$ cat config.mk
export PLATFORM = sky130hd
export DESIGN_NAME = lif_neuron_scheduler_flat
export DESIGN_NICKNAME = d
export VERILOG_FILES = /design/src/rtl/lif_neuron_scheduler_pkg.sv /design/src/rtl/lif_neuron_scheduler_if.sv /design/src/rtl/lif_neuron_scheduler_lif_update.sv /design/src/rtl/lif_neuron_scheduler.sv /design/src/flat_wrapper.sv
export SDC_FILE = /design/constraint.sdc
export NUM_CORES = 1
export LEC_CHECK = 0
export CORE_AREA = 3 3 114 116
export CTS_BUF_LIST = sky130_fd_sc_hd__clkbuf_8
export DETAILED_ROUTE_END_ITERATION = 10
export DIE_AREA = 0 0 117 119
export PLACE_DENSITY = 0.86
export SKIP_CTS_REPAIR_TIMING = 1
export SYNTH_ARGS = -nofsm -noshare
export SYNTH_HDL_FRONTEND = slang
export SYNTH_SLANG_ARGS = --single-unit
$ cat constraint.sdc
create_clock -name clk -period 4.7 [get_ports clk]
set_input_delay 0.94 -clock clk [delete_from_list [all_inputs] [get_ports clk]]
set_output_delay 0.94 -clock clk [all_outputs]
set_load 0.01 [all_outputs]
$ cat src/rtl/lif_neuron_scheduler_pkg.sv
// Shared types and constants for the time-multiplexed LIF neuron scheduler.
// Imported by the update datapath and by the scheduler top.
package lif_neuron_scheduler_pkg;

    typedef enum logic {
        IDLE  = 1'b0,
        SWEEP = 1'b1
    } sched_state_t;

    localparam logic CFG_THR  = 1'b0;
    localparam logic CFG_LEAK = 1'b1;

    localparam int THR_RST  = 32;
    localparam int LEAK_RST = 1;
    localparam int LEAK_W   = 2;

endpackage

$ cat src/rtl/lif_neuron_scheduler_if.sv
// Current-beat stream into the scheduler and the spike event stream out of it.
interface lif_neuron_scheduler_if #(
    parameter int IDX_W   = 3,
    parameter int STATE_W = 6
) ();
    logic               cur_valid;
    logic               cur_ready;
    logic [IDX_W-1:0]   cur_idx;
    logic [STATE_W-1:0] cur_data;
    logic               spike_valid;
    logic [IDX_W-1:0]   spike_idx;

    modport master (
        output cur_valid, cur_idx, cur_data,
        input  cur_ready, spike_valid, spike_idx
    );

    modport slave (
        input  cur_valid, cur_idx, cur_data,
        output cur_ready, spike_valid, spike_idx
    );
endinterface

$ cat src/rtl/lif_neuron_scheduler_lif_update.sv
// Combinational leaky-integrate-and-fire step for one neuron: leak by shift,
// add buffered current with saturation, compare against threshold.
module lif_update
    import lif_neuron_scheduler_pkg::*;
#(
    parameter int STATE_W = 6
) (
    input  logic [STATE_W-1:0] state,
    input  logic [STATE_W-1:0] cur,
    input  logic [LEAK_W-1:0]  leak_sh,
    input  logic [STATE_W-1:0] thr,
    output logic [STATE_W-1:0] next_state,
    output logic               fire
);
    logic [STATE_W-1:0] leaked;
    logic [STATE_W:0]   sum;
    logic [STATE_W-1:0] v;

    always_comb begin
        leaked     = state >> leak_sh;
        sum        = {1'b0, cur} + {1'b0, leaked};
        v          = sum[STATE_W] ? '1 : sum[STATE_W-1:0];
        fire       = (v >= thr);
        next_state = fire ? '0 : v;
    end
endmodule

$ cat src/rtl/lif_neuron_scheduler.sv
// N virtual LIF neurons sharing one update datapath; a tick sweeps all neurons
// in index order, one per cycle, emitting a registered spike per firing neuron.
module lif_neuron_scheduler
    import lif_neuron_scheduler_pkg::*;
#(
    parameter int N_NEURONS = 8,
    parameter int STATE_W   = 6,
    parameter int IDX_W     = $clog2(N_NEURONS)
) (
    input  logic                 clk,
    input  logic                 reset,
    input  logic                 cfg_we,
    input  logic                 cfg_addr,
    input  logic [STATE_W-1:0]   cfg_data,
    input  logic                 tick,
    output logic                 busy,
    output logic                 overrun,
    lif_neuron_scheduler_if.slave bus
);
    sched_state_t       state_reg, state_next;
    logic [IDX_W-1:0]   idx_reg, idx_next;

    logic [STATE_W-1:0] neuron_state_reg [N_NEURONS];
    logic [STATE_W-1:0] cur_buf_reg      [N_NEURONS];

    logic [STATE_W-1:0] thr_reg, thr_shadow_reg;
    logic [LEAK_W-1:0]  leak_reg, leak_shadow_reg;
    logic               spike_valid_reg;
    logic [IDX_W-1:0]   spike_idx_reg;
    logic               overrun_reg;

    logic               cfg_thr_hit, cfg_leak_hit;
    logic [STATE_W-1:0] thr_eff;
    logic [LEAK_W-1:0]  leak_eff;
    logic               tick_start;
    logic               beat_fire;
    logic [STATE_W:0]   beat_sum_wide;
    logic [STATE_W-1:0] beat_sum;
    logic [STATE_W-1:0] upd_next;
    logic               upd_fire;
    logic [N_NEURONS-1:0] beat_hit;
    logic [N_NEURONS-1:0] upd_hit;

    assign busy            = (state_reg == SWEEP);
    assign bus.cur_ready   = (state_reg == IDLE);
    assign bus.spike_valid = spike_valid_reg;
    assign bus.spike_idx   = spike_idx_reg;
    assign overrun         = overrun_reg;

    // A config write coinciding with the starting tick must land in the shadow too.
    assign cfg_thr_hit  = cfg_we && (cfg_addr == CFG_THR);
    assign cfg_leak_hit = cfg_we && (cfg_addr == CFG_LEAK);
    assign thr_eff      = cfg_thr_hit  ? cfg_data : thr_reg;
    assign leak_eff     = cfg_leak_hit ? cfg_data[LEAK_W-1:0] : leak_reg;
    assign tick_start   = (state_reg == IDLE) && tick;

    assign beat_fire     = bus.cur_valid && bus.cur_ready;
    assign beat_sum_wide = {1'b0, cur_buf_reg[bus.cur_idx]} + {1'b0, bus.cur_data};
    assign beat_sum      = beat_sum_wide[STATE_W] ? '1 : beat_sum_wide[STATE_W-1:0];

    genvar gi;
    generate
        for (gi = 0; gi < N_NEURONS; gi++) begin : g_dec
            assign beat_hit[gi] = beat_fire && (bus.cur_idx == IDX_W'(gi));
            assign upd_hit[gi]  = busy && (idx_reg == IDX_W'(gi));
        end
    endgenerate

    lif_update #(
        .STATE_W (STATE_W)
    ) u_lif_update (
        .state      (neuron_state_reg[idx_reg]),
        .cur        (cur_buf_reg[idx_reg]),
        .leak_sh    (leak_shadow_reg),
        .thr        (thr_shadow_reg),
        .next_state (upd_next),
        .fire       (upd_fire)
    );

    always_comb begin
        state_next = state_reg;
        idx_next   = idx_reg;
        case (state_reg)
            IDLE: begin
                if (tick) begin
                    state_next = SWEEP;
                    idx_next   = '0;
                end
            end
            SWEEP: begin
                if (idx_reg == IDX_W'(N_NEURONS - 1)) begin
                    state_next = IDLE;
                    idx_next   = '0;
                end else begin
                    idx_next = idx_reg + 1'b1;
                end
            end
            default: begin
                state_next = IDLE;
                idx_next   = '0;
            end
        endcase
    end

    always_ff @(posedge clk) begin
        if (reset) begin
            state_reg       <= IDLE;
            idx_reg         <= '0;
            thr_reg         <= STATE_W'(THR_RST);
            leak_reg        <= LEAK_W'(LEAK_RST);
            thr_shadow_reg  <= STATE_W'(THR_RST);
            leak_shadow_reg <= LEAK_W'(LEAK_RST);
            spike_valid_reg <= 1'b0;
            spike_idx_reg   <= '0;
            overrun_reg     <= 1'b0;
            for (int i = 0; i < N_NEURONS; i++) begin
                neuron_state_reg[i] <= '0;
                cur_buf_reg[i]      <= '0;
            end
        end else begin
            state_reg <= state_next;
            idx_reg   <= idx_next;
            if (cfg_thr_hit)  thr_reg  <= cfg_data;
            if (cfg_leak_hit) leak_reg <= cfg_data[LEAK_W-1:0];
            if (tick_start) begin
                thr_shadow_reg  <= thr_eff;
                leak_shadow_reg <= leak_eff;
            end
            if (tick && busy) overrun_reg <= 1'b1;
            spike_valid_reg <= busy && upd_fire;
            if (busy && upd_fire) spike_idx_reg <= idx_reg;
            // Beats are only accepted in IDLE, so they never collide with a sweep clear.
            for (int i = 0; i < N_NEURONS; i++) begin
                if (upd_hit[i]) begin
                    neuron_state_reg[i] <= upd_next;
                    cur_buf_reg[i]      <= '0;
                end else if (beat_hit[i]) begin
                    cur_buf_reg[i] <= beat_sum;
                end
            end
        end
    end
endmodule

$ cat src/flat_wrapper.sv
// flat-port wrapper written by rule: the top's interface ports become plain ports
module lif_neuron_scheduler_flat import lif_neuron_scheduler_pkg::*;
#(
    parameter int N_NEURONS = 8,
    parameter int STATE_W   = 6,
    parameter int IDX_W     = $clog2(N_NEURONS)
)
  (clk, reset, cfg_we, cfg_addr, cfg_data, tick, busy, overrun, bus_cur_valid, bus_cur_idx, bus_cur_data, bus_cur_ready, bus_spike_valid, bus_spike_idx);
  lif_neuron_scheduler_if #(.IDX_W(IDX_W), .STATE_W(STATE_W)) bus_i ();
  input  logic clk;
  input  logic reset;
  input  logic cfg_we;
  input  logic cfg_addr;
  input  logic [STATE_W-1:0] cfg_data;
  input  logic tick;
  output logic busy;
  output logic overrun;
  input wire logic [$bits(bus_i.cur_valid)-1:0] bus_cur_valid;
  input wire logic [$bits(bus_i.cur_idx)-1:0] bus_cur_idx;
  input wire logic [$bits(bus_i.cur_data)-1:0] bus_cur_data;
  output wire logic [$bits(bus_i.cur_ready)-1:0] bus_cur_ready;
  output wire logic [$bits(bus_i.spike_valid)-1:0] bus_spike_valid;
  output wire logic [$bits(bus_i.spike_idx)-1:0] bus_spike_idx;
  assign bus_i.cur_valid = bus_cur_valid;
  assign bus_i.cur_idx = bus_cur_idx;
  assign bus_i.cur_data = bus_cur_data;
  assign bus_cur_ready = bus_i.cur_ready;
  assign bus_spike_valid = bus_i.spike_valid;
  assign bus_spike_idx = bus_i.spike_idx;
  lif_neuron_scheduler #(.N_NEURONS(N_NEURONS), .STATE_W(STATE_W), .IDX_W(IDX_W)) u_core (.clk(clk), .reset(reset), .cfg_we(cfg_we), .cfg_addr(cfg_addr), .cfg_data(cfg_data), .tick(tick), .busy(busy), .overrun(overrun), .bus(bus_i));
endmodule
# Word level (Yosys, flattened, before mapping)
# Memories as Yosys holds them, arrays and structs flattened. A register that Yosys moved wholly into a read port is not among the register bits.
# Cells that the tools add are included.
dict set report totals {
  ff_bits 25
  ramBits 96
  output_inout_bits 7
  memories 2
}
dict set report op_classes {
  add_sub_neg 3
  n_lt_le_gt_ge 1
  eq_ne 15
  shifts 1
  muxes 97
  n_bitwise 26
  reduce_logical 24
}
# name words word_bits read_ports rd_clocked_by_memory_dff wr line_no
set mem_list {}
lappend mem_list {u_core.cur_buf_reg 8 6 2 1 8 lif_neuron_scheduler.sv:24} ;# logic [STATE_W-1:0] cur_buf_reg [N_NEURONS];
lappend mem_list {u_core.neuron_state_reg 8 6 1 1 8 lif_neuron_scheduler.sv:23} ;# logic [STATE_W-1:0] neuron_state_reg [N_NEURONS];
# op count
set op_table {}
lappend op_table {{$mux W6} 28}
lappend op_table {{$mux W1} 60}
lappend op_table {{$eq A3 B3 Y1 const B} 8}
lappend op_table {{$or A1 B1 Y1} 24}
lappend op_table {{$logic_and A1 B1 Y1} 22}
lappend op_table {{$mux W3} 6}
lappend op_table {{$add A6 B6 Y7} 2}
lappend op_table {{$eq A3 B2 Y1 const B} 4}
lappend op_table {{$eq A3 B1 Y1 const B} 2}
lappend op_table {{$ge A6 B6 Y1} 1}
lappend op_table {{$logic_not A3 Y1} 2}
lappend op_table {{$pmux W3 S2} 1}
lappend op_table {{$shr A6 B2 Y6} 1}
lappend op_table {{$add A3 B1 Y3 const B} 1}
lappend op_table {{$mux W2} 1}
lappend op_table {{$ne A2 B2 Y1 const B} 1}
lappend op_table {{$not A1 Y1} 2}
lappend op_table {{$pmux W1 S2} 1}

# Depth between registers and ports, before layout
dict set report depth {
  ltp_word 8
  ltp_mapped 23
}

# Cells and area by module
# From an unflattened synthesis, not the netlist that was laid out.
dict set report hier_totals {
  hier_cells 514
  hier_area_um2 6572.6
}
# mod instances cells_per_inst area_per_inst_um2
set by_module_without_submodules {}
lappend by_module_without_submodules {lif_neuron_scheduler 1 435 5978.2}
lappend by_module_without_submodules {lif_update 1 79 594.3}

# Worst setup path before layout
# OpenSTA, ideal clock, no wires.
dict set report synth_path {
  kind {register to register}
  from {reg with a tool-made name}
  to {mem u_core.neuron_state_reg[5][1], data pin}
  setup_ns 0.277
  arrival_ns 4.210
  path_slack_ns 0.213
  path_stages_with_launch 22
  path_buffers 3
  path_cell_list {dfxtp_1 -> buf_6 -> mux4_1 -> mux2_2 -> o21ai_0 -> mux2i_1 -> ha_1 -> inv_1 -> fa_1 -> nor2b_1 -> o21ai_2 -> nand2_1 -> a311oi_2 -> inv_1 -> ha_1 -> a21o_1 -> a31oi_1 -> o21ai_1 -> nand2b_1 -> buf_2 -> clkbuf_1 -> nor3_1}
}
# item line_no
set synth_rtl {}
lappend synth_rtl {{to (decl)} lif_neuron_scheduler.sv:23}

==> Implementation_results.wiki <==
{| class="wikitable"
! Metric !! Value
|-
| Status || finished clean
|-
| Total half-perimeter wirelength after legalization and detailed placement || between 10000 and 15000 µm
|-
| CTS tree || done
|-
| Setup slack after placement || approximately 0.053 ns
|-
| Switching Share || 0.3019
|-
| Std cell rows || 40
|-
| # fillers || about 820
|-
| Combinational share of power || 0.245
|-
| Warnings from Yosys || 0
|-
| Share of the clock period used by the worst path after layout || 0.9756
|-
| Sequential-to-total area share from yosys stat || 0.5253
|-
| First-pass GRT wire length || about 25000 µm
|-
| Most frequent standard cell in the layout excluding fill and tap cells || edfxtp_1
|-
| Worst Min Path Start || u_core.leak_reg[0]
|-
| Average instance area after synthesis || 12.56 µm²
|-
| Overall track demand over capacity in global routing || 0.2350
|-
| Number of placed instances, taps included || approximately 690
|-
| Internal power || around 0.0022 W
|-
| Critical Path End || u_core.neuron_state_reg[1][4]
|-
| Dominant synthesized flop cell || edfxtp_1
|-
| Cell area after synthesis || 6555 µm²
|-
| Most frequent cells in the layout || 96 x edfxtp_1, 72 x nor2_1, 39 x nand2_1, 39 x nor3_1, 31 x mux4_2
|-
| Initial core utilization || 0.5457
|-
| Worst Path Required || 4.94 ns
|-
| Ratio of cells with drive above 1 in the final layout || 0.2427
|-
| CTS H-tree lvls || 4
|-
| Kind of end point of the critical path || flop
|-
| Fraction of registers with async set or reset after synthesis || 0
|-
| Nature of the critical path startpoint || flop
|-
| Setup-violating endpoint count in the final report || 0
|-
| Portion of synthesized cell area occupied by the leading cell type || 0.4398
|-
| Largest driver fanout on the critical path || 21
|-
| Area taken by flip-flops and latches || 3445 µm²
|-
| Worst-case vdd ir drop || 349.0 µV
|-
| Leakage || between 2 and 3 nW
|-
| IO Count || 28
|-
| Max-Cap Viols || 0
|-
| Worst min path class || flop to flop
|-
| Number of enable-type register cells in the synthesized netlist || 96
|-
| Wire length reported by the detailed router || 16970 µm
|-
| Hold Fails Final Rpt || 0
|-
| Sequential cell fraction of total power || 0.408
|-
| Grt ovf || 0
|-
| Final instance count without filler cells || around 730
|-
| Part of the power in the clock network || 0.347
|-
| DRT Pass-1 Iters || 6
|-
| Via count || 4798
|-
| Die outline width || 117 µm
|-
| WL per Instance || approximately 23 µm
|-
| Clock tree sinks || 124
|-
| Post-route cell area || about 7700 µm²
|-
| Max Fclk || approximately 0.22 GHz
|-
| Std-Cell Core Area || 12010 µm²
|-
| Slew margin rel. || 0.4877
|-
| Worst endpoint data arrival time || between 4 and 5 ns
|-
| Initial detailed-routing violation count || 546
|-
| Top post-synthesis cells by area || edfxtp_1 44%, mux4_2 11%, dfxtp_1 8.6%, ha_1 4.6%, nor2_1 4.1%
|-
| Power per standard cell area || 415.7 nW/µm²
|-
| Number of nets still failing antenna checks after routing || 0
|-
| Net Count, Synth || 569
|-
| Maximum number of pins on one net before global-route repair || 43
|-
| Number of I/O port buffers || 27
|-
| Final core utilization || 0.6402
|-
| Number of antenna violations at the first check in global routing || 0
|-
| Cell type with the highest aggregate area in the netlist || edfxtp_1
|-
| Worst Setup Path Type || flop to flop
|-
| Final #Nets || roughly 620
|-
| Pins Over Slew Limit || 0
|-
| Post-place instance area || a little over 7000 µm²
|-
| Number of vias per cell || 6.546
|-
| Total die area || 13920 µm²
|-
| End of the worst register-to-register path || u_core.neuron_state_reg[1][4]
|-
| Vias in the first global route || 4736
|-
| Count of distinct cell types in the synthesized netlist || 51
|-
| Die H || 119 µm
|-
| Synthesis-to-finish area growth || 17.31%
|-
| Number of clock buffers inserted by TritonCTS || 17
|-
| Setup TNS Final || 0 ns
|-
| Switching power total || 0.0009650 W
|-
| Instance count of the mapped netlist || between 500 and 600
|-
| DR DRC count || 0
|-
| Slew at the pin closest to its max-slew limit || 0.7668 ns
|-
| Setup clock skew after layout || 0.01425 ns
|-
| Maximum clock insertion buffer count || 2
|-
| Routability Congestion || a little over 0.9
|-
| Setup WS post-layout || 0.1148 ns
|-
| Footprint of the multi-input gates || 2937 µm²
|-
| Depth of the most critical reg-to-reg path || 20
|-
| Worst reg2reg setup slack || 0.11 ns
|-
| Insertion delay of the later-clocked pin in the worst-skew pair || about 0.43 ns
|-
| Number of synthesized register bits || 124
|-
| Root buffer cell || clkbuf_8
|-
| Clock transition at path regs || ~0.08 ns
|-
| Crit path time final || between 4 and 5 ns
|}
==> through the flow <==
step	hold slack (ns)	power [W]
floorplan	0.4421	0.001767
global placement	0.4507	0.001972
detailed placement	0.4653	0.002010
CTS	0.4889	0.003102
global route	0.5166	0.003291
finish	0.4851	0.003197
==> worst min-delay path by stage <==
stage	endpoint	cells past startpoint
finish	u_core.leak_reg[0]	2
global route	u_core.thr_reg[5]	2
CTS	u_core.leak_reg[0]	2
detailed placement	u_core.thr_reg[5]	2
global placement	u_core.overrun	2
floorplan	u_core.leak_reg[0]	2
==> power by group through the flow <==
stage                     clock (W)  combinational, W  sequential (W)
after CTS                   0.00110          0.000701         0.00130
after floorplan                   0          0.000463         0.00130
final                       0.00111          0.000783         0.00130
after global routing        0.00115          0.000829         0.00131
after detailed placement          0          0.000688         0.00132
after global placement            0          0.000658         0.00131
==> cell families after synthesis <==
group | synth area share
adder cells (fa/ha/maj) | 0.05192
multiplexers | 0.1750
AND/OR/NAND/NOR | 0.1376
XOR/XNOR | 0.005344
AO/OA/AOI/OAI | 0.06624
flip-flops | 0.5253
buffers and inverters | 0.03856
==> per-layer routing <==
layer  track usage  wire (µm)
met4       0.09247        769
met5             0          0
met2        0.3787       8531
met3       0.05793       1558
met1        0.3050       6110
==> Yosys cell counts, types with 2 or more instances <==
cell type and instances:
o21ai_2 3, buf_1 2, o21ai_0 2, nor2b_1 5
a21o_1 6, a311oi_2 4, and3_1 3, a31o_2 3
o2111ai_1 2, fa_1 2, nor2_1 72, nand3_1 13
mux4_2 31, buf_2 12, buf_6 3, o211ai_1 2
a2111o_1 2, nand2_1 40, mux2i_1 16, a21oi_1 12
mux4_1 5, dfxtp_1 28, and4_4 2, clkbuf_1 9
mux2_2 14, a211oi_1 6, a211oi_4 2, inv_1 23
edfxtp_1 96, o21ai_1 2, xnor2_1 4, nor3_1 51
nand2b_1 4, ha_1 24
==> layout make-up <==
cell class | instances | share of cell area
sequential | 124 | 0.4479
clock buffer | 17 | 0.03043
inverter | 24 | 0.01171
timing repair buffer | 59 | 0.07354
antenna | 1 | 0.0003254
tap | 147 | 0.02392
clock inverter | 15 | 0.03026
multi-input combinational | 346 | 0.3819
==> worst max-delay path, stage by stage, from the launching register on <==
cell and delay (ns):
dfxtp_2 0.36, buf_4 0.16, mux4_1 0.56, mux2_2 0.29
a21oi_1 0.17, mux2i_1 0.09, ha_1 0.22, inv_1 0.07
fa_1 0.21, nor2b_1 0.07, o21ai_2 0.23, nand2_2 0.14
a311oi_2 0.31, inv_1 0.09, ha_1 0.31, a21o_1 0.18
a31oi_1 0.17, o21ai_1 0.13, nand2b_4 0.18, clkbuf_16 0.21
nor3_2 0.24
(Power assumes the default switching activity.)
